==> src/rtl/cpu_bus_sequencer.sv <==
// cpu_bus_sequencer: FIFO-buffered bus master that replays queued commands as
// 6801-style multiplexed AS/E/RW bus cycles. P4 carries address[15:8]; P3
// carries address[7:0] during setup/latch and write data during turn/data.
// Optional feature macro: SEQ_READBACK_EN. When defined, read commands sample
// P3_IN at the end of the data phase. When undefined, every command is a write
// and no read-capture logic is built.
module cpu_bus_sequencer #(
  parameter int DEPTH      = 4,
  parameter int PHASE_CLKS = 1
) (
  input  logic        XTAL_IN,
  input  logic        RESET_IN,
  input  logic        CMD_VALID_IN,
  output logic        CMD_READY_OUT,
  input  logic        CMD_RW_IN,
  input  logic [15:0] CMD_ADDR_IN,
  input  logic [7:0]  CMD_DATA_IN,
  output logic        RD_VALID_OUT,
  output logic [7:0]  RD_DATA_OUT,
  output logic        BUSY_OUT,
  output logic        E_OUT,
  output logic        AS_OUT,
  output logic        RW_OUT,
  output logic [7:0]  P4_OUT,
  output logic [7:0]  P3_OUT,
  output logic        P3_OE_OUT,
  input  logic [7:0]  P3_IN
);

  localparam int AW = $clog2(DEPTH);
  localparam int PW = AW + 1;
  localparam int CW = (PHASE_CLKS > 1) ? $clog2(PHASE_CLKS) : 1;
  localparam logic [CW-1:0] LAST_CNT = CW'(PHASE_CLKS - 1);
  localparam logic [PW-1:0] FULL_CNT = PW'(DEPTH);

  typedef enum logic [2:0] {IDLE, T0, T1, T2, T3} state_t;

  state_t        state;
  logic [CW-1:0] phase_cnt;
  logic          phase_end;

  logic [24:0]   mem [DEPTH];
  logic [PW-1:0] wr_ptr, rd_ptr, wr_nxt, rd_nxt;
  logic          full, empty, push, pop;
  logic          cmd_rw;
  logic          head_rw;
  logic [15:0]   head_addr;
  logic [7:0]    head_data;
  logic          cur_rw;
  logic [7:0]    cur_data;

`ifdef SEQ_READBACK_EN
  assign cmd_rw = CMD_RW_IN;
`else
  // Without readback the direction bit is forced to write and P3_IN is unused.
  logic unused_inputs;
  assign cmd_rw        = 1'b0;
  assign unused_inputs = ^{CMD_RW_IN, P3_IN};
`endif

  assign empty         = (wr_ptr == rd_ptr);
  assign CMD_READY_OUT = !full;
  assign push          = CMD_VALID_IN && !full;
  assign phase_end     = (phase_cnt == LAST_CNT);
  // A new bus cycle starts from IDLE, or straight out of the last T3 clock.
  assign pop           = !empty && ((state == IDLE) || ((state == T3) && phase_end));
  assign wr_nxt        = wr_ptr + PW'(push);
  assign rd_nxt        = rd_ptr + PW'(pop);
  assign BUSY_OUT      = (state != IDLE) || !empty;
  assign {head_rw, head_addr, head_data} = mem[rd_ptr[AW-1:0]];

  // Command storage; contents need no reset since the pointers define validity
  always_ff @(posedge XTAL_IN) begin
    if (push) begin
      mem[wr_ptr[AW-1:0]] <= {cmd_rw, CMD_ADDR_IN, CMD_DATA_IN};
    end
  end

  // FIFO pointers and registered full flag (a same-clock pop cannot free a slot)
  always_ff @(posedge XTAL_IN) begin
    if (RESET_IN) begin
      wr_ptr <= '0;
      rd_ptr <= '0;
      full   <= 1'b0;
    end else begin
      wr_ptr <= wr_nxt;
      rd_ptr <= rd_nxt;
      full   <= ((wr_nxt - rd_nxt) == FULL_CNT);
    end
  end

  // Bus-cycle sequencer: state, phase counter and registered bus pins
  always_ff @(posedge XTAL_IN) begin
    if (RESET_IN) begin
      state     <= IDLE;
      phase_cnt <= '0;
      E_OUT     <= 1'b1;
      AS_OUT    <= 1'b0;
      RW_OUT    <= 1'b1;
      P4_OUT    <= '0;
      P3_OUT    <= '0;
      P3_OE_OUT <= 1'b0;
      cur_rw    <= 1'b0;
    end else if (pop) begin
      state     <= T0;
      phase_cnt <= '0;
      E_OUT     <= 1'b0;
      AS_OUT    <= 1'b0;
      RW_OUT    <= head_rw;
      P4_OUT    <= head_addr[15:8];
      P3_OUT    <= head_addr[7:0];
      P3_OE_OUT <= 1'b1;
      cur_rw    <= head_rw;
      cur_data  <= head_data;
    end else if (state != IDLE) begin
      if (!phase_end) begin
        phase_cnt <= phase_cnt + CW'(1);
      end else begin
        phase_cnt <= '0;
        case (state)
          T0: begin
            state  <= T1;
            AS_OUT <= 1'b1;
          end
          T1: begin
            state  <= T2;
            AS_OUT <= 1'b0;
            if (cur_rw) begin
              P3_OE_OUT <= 1'b0;
            end else begin
              P3_OUT <= cur_data;
            end
          end
          T2: begin
            state <= T3;
            E_OUT <= 1'b1;
          end
          default: begin
            // End of T3 with nothing queued: park the bus, P3/P4 keep their values
            state     <= IDLE;
            E_OUT     <= 1'b1;
            AS_OUT    <= 1'b0;
            RW_OUT    <= 1'b1;
            P3_OE_OUT <= 1'b0;
          end
        endcase
      end
    end
  end

`ifdef SEQ_READBACK_EN
  logic       rd_valid;
  logic [7:0] rd_data;

  // Capture P3_IN on the final clock of a read's data phase; pulse valid once
  always_ff @(posedge XTAL_IN) begin
    if (RESET_IN) begin
      rd_valid <= 1'b0;
      rd_data  <= '0;
    end else begin
      rd_valid <= 1'b0;
      if ((state == T3) && phase_end && cur_rw) begin
        rd_valid <= 1'b1;
        rd_data  <= P3_IN;
      end
    end
  end

  assign RD_VALID_OUT = rd_valid;
  assign RD_DATA_OUT  = rd_data;
`else
  assign RD_VALID_OUT = 1'b0;
  assign RD_DATA_OUT  = '0;
`endif

endmodule

==> config.mk <==
export PLATFORM = sky130hd
export DESIGN_NAME = cpu_bus_sequencer
export DESIGN_NICKNAME = d
export VERILOG_FILES = /design/src/rtl/cpu_bus_sequencer.sv
export SDC_FILE = /design/constraint.sdc
export NUM_CORES = 1
export LEC_CHECK = 0
export ABC_AREA = 1
export CORE_ASPECT_RATIO = 0.75
export CORE_MARGIN = 2
export CORE_UTILIZATION = 55
export CTS_CLUSTER_DIAMETER = 150
export DETAILED_ROUTE_END_ITERATION = 6
export HOLD_SLACK_MARGIN = 0.06
export PLACE_DENSITY = 0.79
export RECOVER_POWER = 100
export SYNTH_ARGS = -nofsm -noshare
export SYNTH_HDL_FRONTEND = slang
export SYNTH_SLANG_ARGS = --single-unit
==> constraint.sdc <==
create_clock -name XTAL_IN -period 3.3 [get_ports XTAL_IN]
set_input_delay 0.66 -clock XTAL_IN [delete_from_list [all_inputs] [get_ports XTAL_IN]]
set_output_delay 0.66 -clock XTAL_IN [all_outputs]
set_load 0.03 [all_outputs]
==> results.rst <==
.. list-table::
   :header-rows: 1

   * - Metric
     - Value
   * - Largest net degree at the start of global routing
     - 56
   * - Final Skew
     - 0.00966 ns
   * - Capture instance of the worst register-to-register path
     - cur_data[4]$_DFFE_PP_
   * - Fill count
     - 707
   * - Setup Total Neg Slack
     - 0 ns
   * - Flops & latches, synth
     - 134
   * - Smallest setup slack after layout
     - 0.338 ns
   * - Number of pins exceeding their max-slew limit in the final report
     - 100
   * - Maximum operating frequency
     - 338 MHz
   * - CP arrival
     - 2.30 ns
   * - Global-route usage over all layers
     - 21.3%
   * - Buffer type at the clock tree root
     - sky130_fd_sc_hd__clkbuf_16
   * - Number of buffers created by CTS
     - 17
   * - Slew at the pin closest to its max-slew limit
     - 1.62 ns
   * - Data required time of the critical path
     - 2.64 ns
   * - WL per Instance
     - 15.6 um
   * - Fraction of final layout cells with drive strength greater than 1
     - 8.27%
   * - Sequence of cells on the critical path
     - inv_1 > nand2_1 > nand2_1 > nand3_4 > nand2_4 > nand2_2 > dlygate4sd3_1
   * - Synthesized area divided by synthesized cell count
     - 11.7 sq um
   * - Reg2Reg Launch Point
     - wr_ptr[1]$_SDFF_PP0_
   * - CTS tree
     - yes
   * - Number of distinct library cell variants in the gate-level netlist after synthesis
     - 31
   * - Biggest area consumer among synthesized cells
     - sky130_fd_sc_hd__edfxtp_1
   * - Die area
     - 10500 sq um
   * - Min-Delay Path Class
     - flop to flop
   * - Outcome
     - finished with violations
   * - Standard-cell rows
     - 31
   * - Number of global-route vias before repair
     - 3297
   * - Cell types occupying the most area after synthesis
     - sky130_fd_sc_hd__edfxtp_1 59%, sky130_fd_sc_hd__dfxtp_1 11%, sky130_fd_sc_hd__nand2_1 5.9%
   * - Number of buffers inserted for hold repair after clock tree synthesis
     - 0
   * - Worst-skew pair later-pin latency
     - 0.41 ns
   * - Number of inserted diodes
     - 0
   * - CTS clock-pin slew for the worst setup and hold paths
     - 0.05 ns
   * - Hold Vio Cnt, Final
     - 0
   * - Initial detailed-routing violation count
     - 267
   * - Die H
     - 89.1 um
   * - Max-cap violations
     - 4
   * - Worst path max stage delay
     - 0.74 ns
   * - Final-report setup violation count
     - 0
   * - Fraction of registers with async set/reset
     - 0%
   * - Count of cells resized by post-cts repair
     - 0
   * - Violations in the final reports
     - max-capacitance violations, max-slew violations
   * - Estimated wirelength of the detail-placed design
     - 6.29 mm
   * - FF-to-FF path depth
     - 7
   * - Nets@finish
     - 549
   * - Cell repeated most along the worst path
     - sky130_fd_sc_hd__nand2_1
   * - Critical path class
     - flop to primary output
   * - Drt via density
     - 5.30
   * - Share of synthesized area occupied by flip-flops and latches
     - 70.2%
   * - Post-route minimum period
     - 2.96 ns
   * - Dpl ws
     - 0.669 ns
   * - Number of nets with antenna violations after routing
     - 0
   * - Initial antenna violation count
     - 0
   * - Element type at the critical path start
     - flop
   * - Leftover overflow at the end of global routing
     - 0
   * - Leakage
     - 2.41 nW
   * - Buffers from clock root to sink, at most
     - 2
   * - Internal power
     - 0.00364 W
   * - Cell at the slowest stage of the critical path
     - sky130_fd_sc_hd__dlygate4sd3_1
   * - Slew margin rel.
     - -8.16%
   * - Reported net switching power
     - 0.00186 W
   * - Synth Warn #
     - 0
   * - Register-to-register setup slack
     - 0.87 ns
   * - Combined area of all synthesized cells
     - 5310 sq um
   * - Port bufs
     - 48
   * - EDFF count, synth
     - 104
   * - Max VDD drop
     - 0.512 mV
   * - Total setup buffers inserted after CTS
     - 0
   * - Terminating pin of the worst hold path
     - P4_OUT[7]$_SDFFE_PP0N_
   * - Gp weighted congestion
     - 0.816
   * - Residual DRC count
     - 0
   * - Unrepaired setup endpoints after global routing
     - no
   * - Initial cell density of the core
     - 55.9%
   * - Final cycle utilization of the critical path
     - 89.7%
   * - Primary flip-flop cell chosen by synthesis mapping
     - sky130_fd_sc_hd__edfxtp_1
   * - Relative contribution of sequential cells to total power
     - 40.3%
   * - Yosys top cell area share
     - 58.8%
   * - Die span in x
     - 117 um
   * - Critical-path maximum fanout
     - 22
   * - Hold Path Stages
     - 2
   * - H-tree depth
     - 4
   * - Count of boundary I/O pins
     - 67
   * - Proportion of total power due to net switching
     - 33.8%
   * - Logic gate share of total power
     - 30.7%
   * - Hold_sp
     - P4_OUT[7]$_SDFFE_PP0N_
   * - CP Capture Type
     - primary output
   * - Part of the total power dissipated in the clock network
     - 29.0%
   * - Clock sinks
     - 134
   * - Wire length of the first global-routing pass
     - 16.5 mm
   * - Vias after detailed routing
     - 3455
   * - Drt total wl
     - 10.2 mm
   * - Area Growth Syn to Fin
     - 19.6%
   * - Pwr per Cell Area
     - 866 nW/um^2
   * - Number of detailed-route iterations in the first pass
     - 6
   * - Cell count after synthesis
     - 452
   * - Floorplan Core Area
     - 9500 sq um
-- worst max path at each step --
stage,startpoint,end,depth (start not counted)
after floorplan,CMD_VALID_IN,mem[2][0]$_DFFE_PP_,2
after global placement,CMD_VALID_IN,full$_SDFF_PP0_,9
after detailed placement,CMD_VALID_IN,full$_SDFF_PP0_,9
after CTS,wr_ptr[1]$_SDFF_PP0_,BUSY_OUT,7
after global routing,wr_ptr[1]$_SDFF_PP0_,BUSY_OUT,7
final,wr_ptr[1]$_SDFF_PP0_,BUSY_OUT,7
-- power groups by stage --
stage	Clock (W)	Combinational [W]	Sequential, W
after floorplan	0	0.00114	0.00237
after global placement	0	0.00168	0.00223
after detailed placement	0	0.00174	0.00225
after CTS	0.00163	0.00175	0.00221
after global routing	0.00170	0.00189	0.00224
final	0.00160	0.00169	0.00221
-- per-stage QoR --
| stage | power, W | cells | utilization, % | instance area [sq um] | hold WS, ns |
|---|---|---|---|---|---|
| 2_1_floorplan | 0.00351 | 460 | - | 5340 | 0.499 |
| 3_3_place_gp | 0.00391 | 620 | 61.9 | 5890 | 0.428 |
| 3_5_place_dp | 0.00398 | 620 | 61.9 | 5890 | 0.431 |
| 4_1_cts | 0.00559 | 652 | 67.3 | 6390 | 0.445 |
| 5_1_grt | 0.00583 | 652 | 66.8 | 6350 | 0.457 |
| 6_report | 0.00550 | 652 | 66.8 | 6350 | 0.436 |
-- metal layers --
metal / GRT usage [%] / share of wire [%] / vias to the layer above
met1: 26.3 / 43 / 1652
met3: 8.80 / 7.4 / 14
met5: 0 / 0 / -
met4: 7.12 / 0.73 / 0
li1: - / - / 1660
met2: 34.9 / 49 / 129
-- cells by family (layout without fill, tap and decap cells) --
kind of cell             count (synthesis)  after routing  synth area share, %
XOR/XNOR                                 3              3                0.637
flip-flops                             134            134                 70.2
buffers and inverters                   61            121                 5.73
adder cells (fa/ha/maj)                  6              6                 1.41
AO/OA/AOI/OAI                           72             72                 7.52
other                                    1              9               0.0707
AND/OR/NAND/NOR                        175            175                 14.5
-- layout make-up --
| class | instances | area [sq um] | area share, % |
|---|---|---|---|
| Inverter | 32 | 120 | 1.89 |
| Sequential cell | 134 | 3720 | 58.7 |
| Clock inverter | 7 | 30.0 | 0.473 |
| Timing Repair Buffer | 57 | 529 | 8.34 |
| Tap cell | 132 | 165 | 2.60 |
| Multi-Input combinational cell | 265 | 1310 | 20.6 |
| Clock buffer | 25 | 475 | 7.49 |
-- state kept, by name, indices dropped and copies added, names as in the netlist --
signal and flops:
mem 96, P3_OUT 8, P4_OUT 8, cur_data 8, rd_ptr 3, state 3, wr_ptr 3, AS_OUT 1
E_OUT 1, P3_OE_OUT 1, RW_OUT 1, full 1
-- cell usage in the layout (no fill, tap or decap), drive strengths merged, types with 9 or more instances in the layout --
cell         instances
nand2               87
nor2                48
o21ai               42
dlygate4sd3         48
nand3               21
clkinv              10
conb                 9
clkbuf              30
edfxtp             104
dfxtp               30
a21oi               14
inv                 29
o22ai               16
-- worst max-delay path: cells and delay by family (launching register included) --
kind | cells | cell delay (ns)
buffers and inverters | 2 | 0.85
and+or+nand+nor | 5 | 0.62
DFF | 1 | 0.42
-- synth_stat cells (2+ instances only) --
cell	number
sky130_fd_sc_hd__nand3b_1	6
sky130_fd_sc_hd__nor3_1	5
sky130_fd_sc_hd__nor2_2	3
sky130_fd_sc_hd__xnor2_1	2
sky130_fd_sc_hd__o21ai_0	37
sky130_fd_sc_hd__buf_2	9
sky130_fd_sc_hd__a21oi_1	13
sky130_fd_sc_hd__inv_1	23
sky130_fd_sc_hd__nand2_2	2
sky130_fd_sc_hd__dfxtp_1	30
sky130_fd_sc_hd__nand2_1	84
sky130_fd_sc_hd__or2_1	2
sky130_fd_sc_hd__nand4_1	5
sky130_fd_sc_hd__nor2_1	45
sky130_fd_sc_hd__o21ai_2	4
sky130_fd_sc_hd__inv_2	9
sky130_fd_sc_hd__edfxtp_1	104
sky130_fd_sc_hd__ha_1	6
sky130_fd_sc_hd__o22ai_1	16
sky130_fd_sc_hd__buf_6	2
sky130_fd_sc_hd__clkbuf_1	7
sky130_fd_sc_hd__buf_4	10
sky130_fd_sc_hd__nand3_1	20
(Power assumes the default switching activity.)
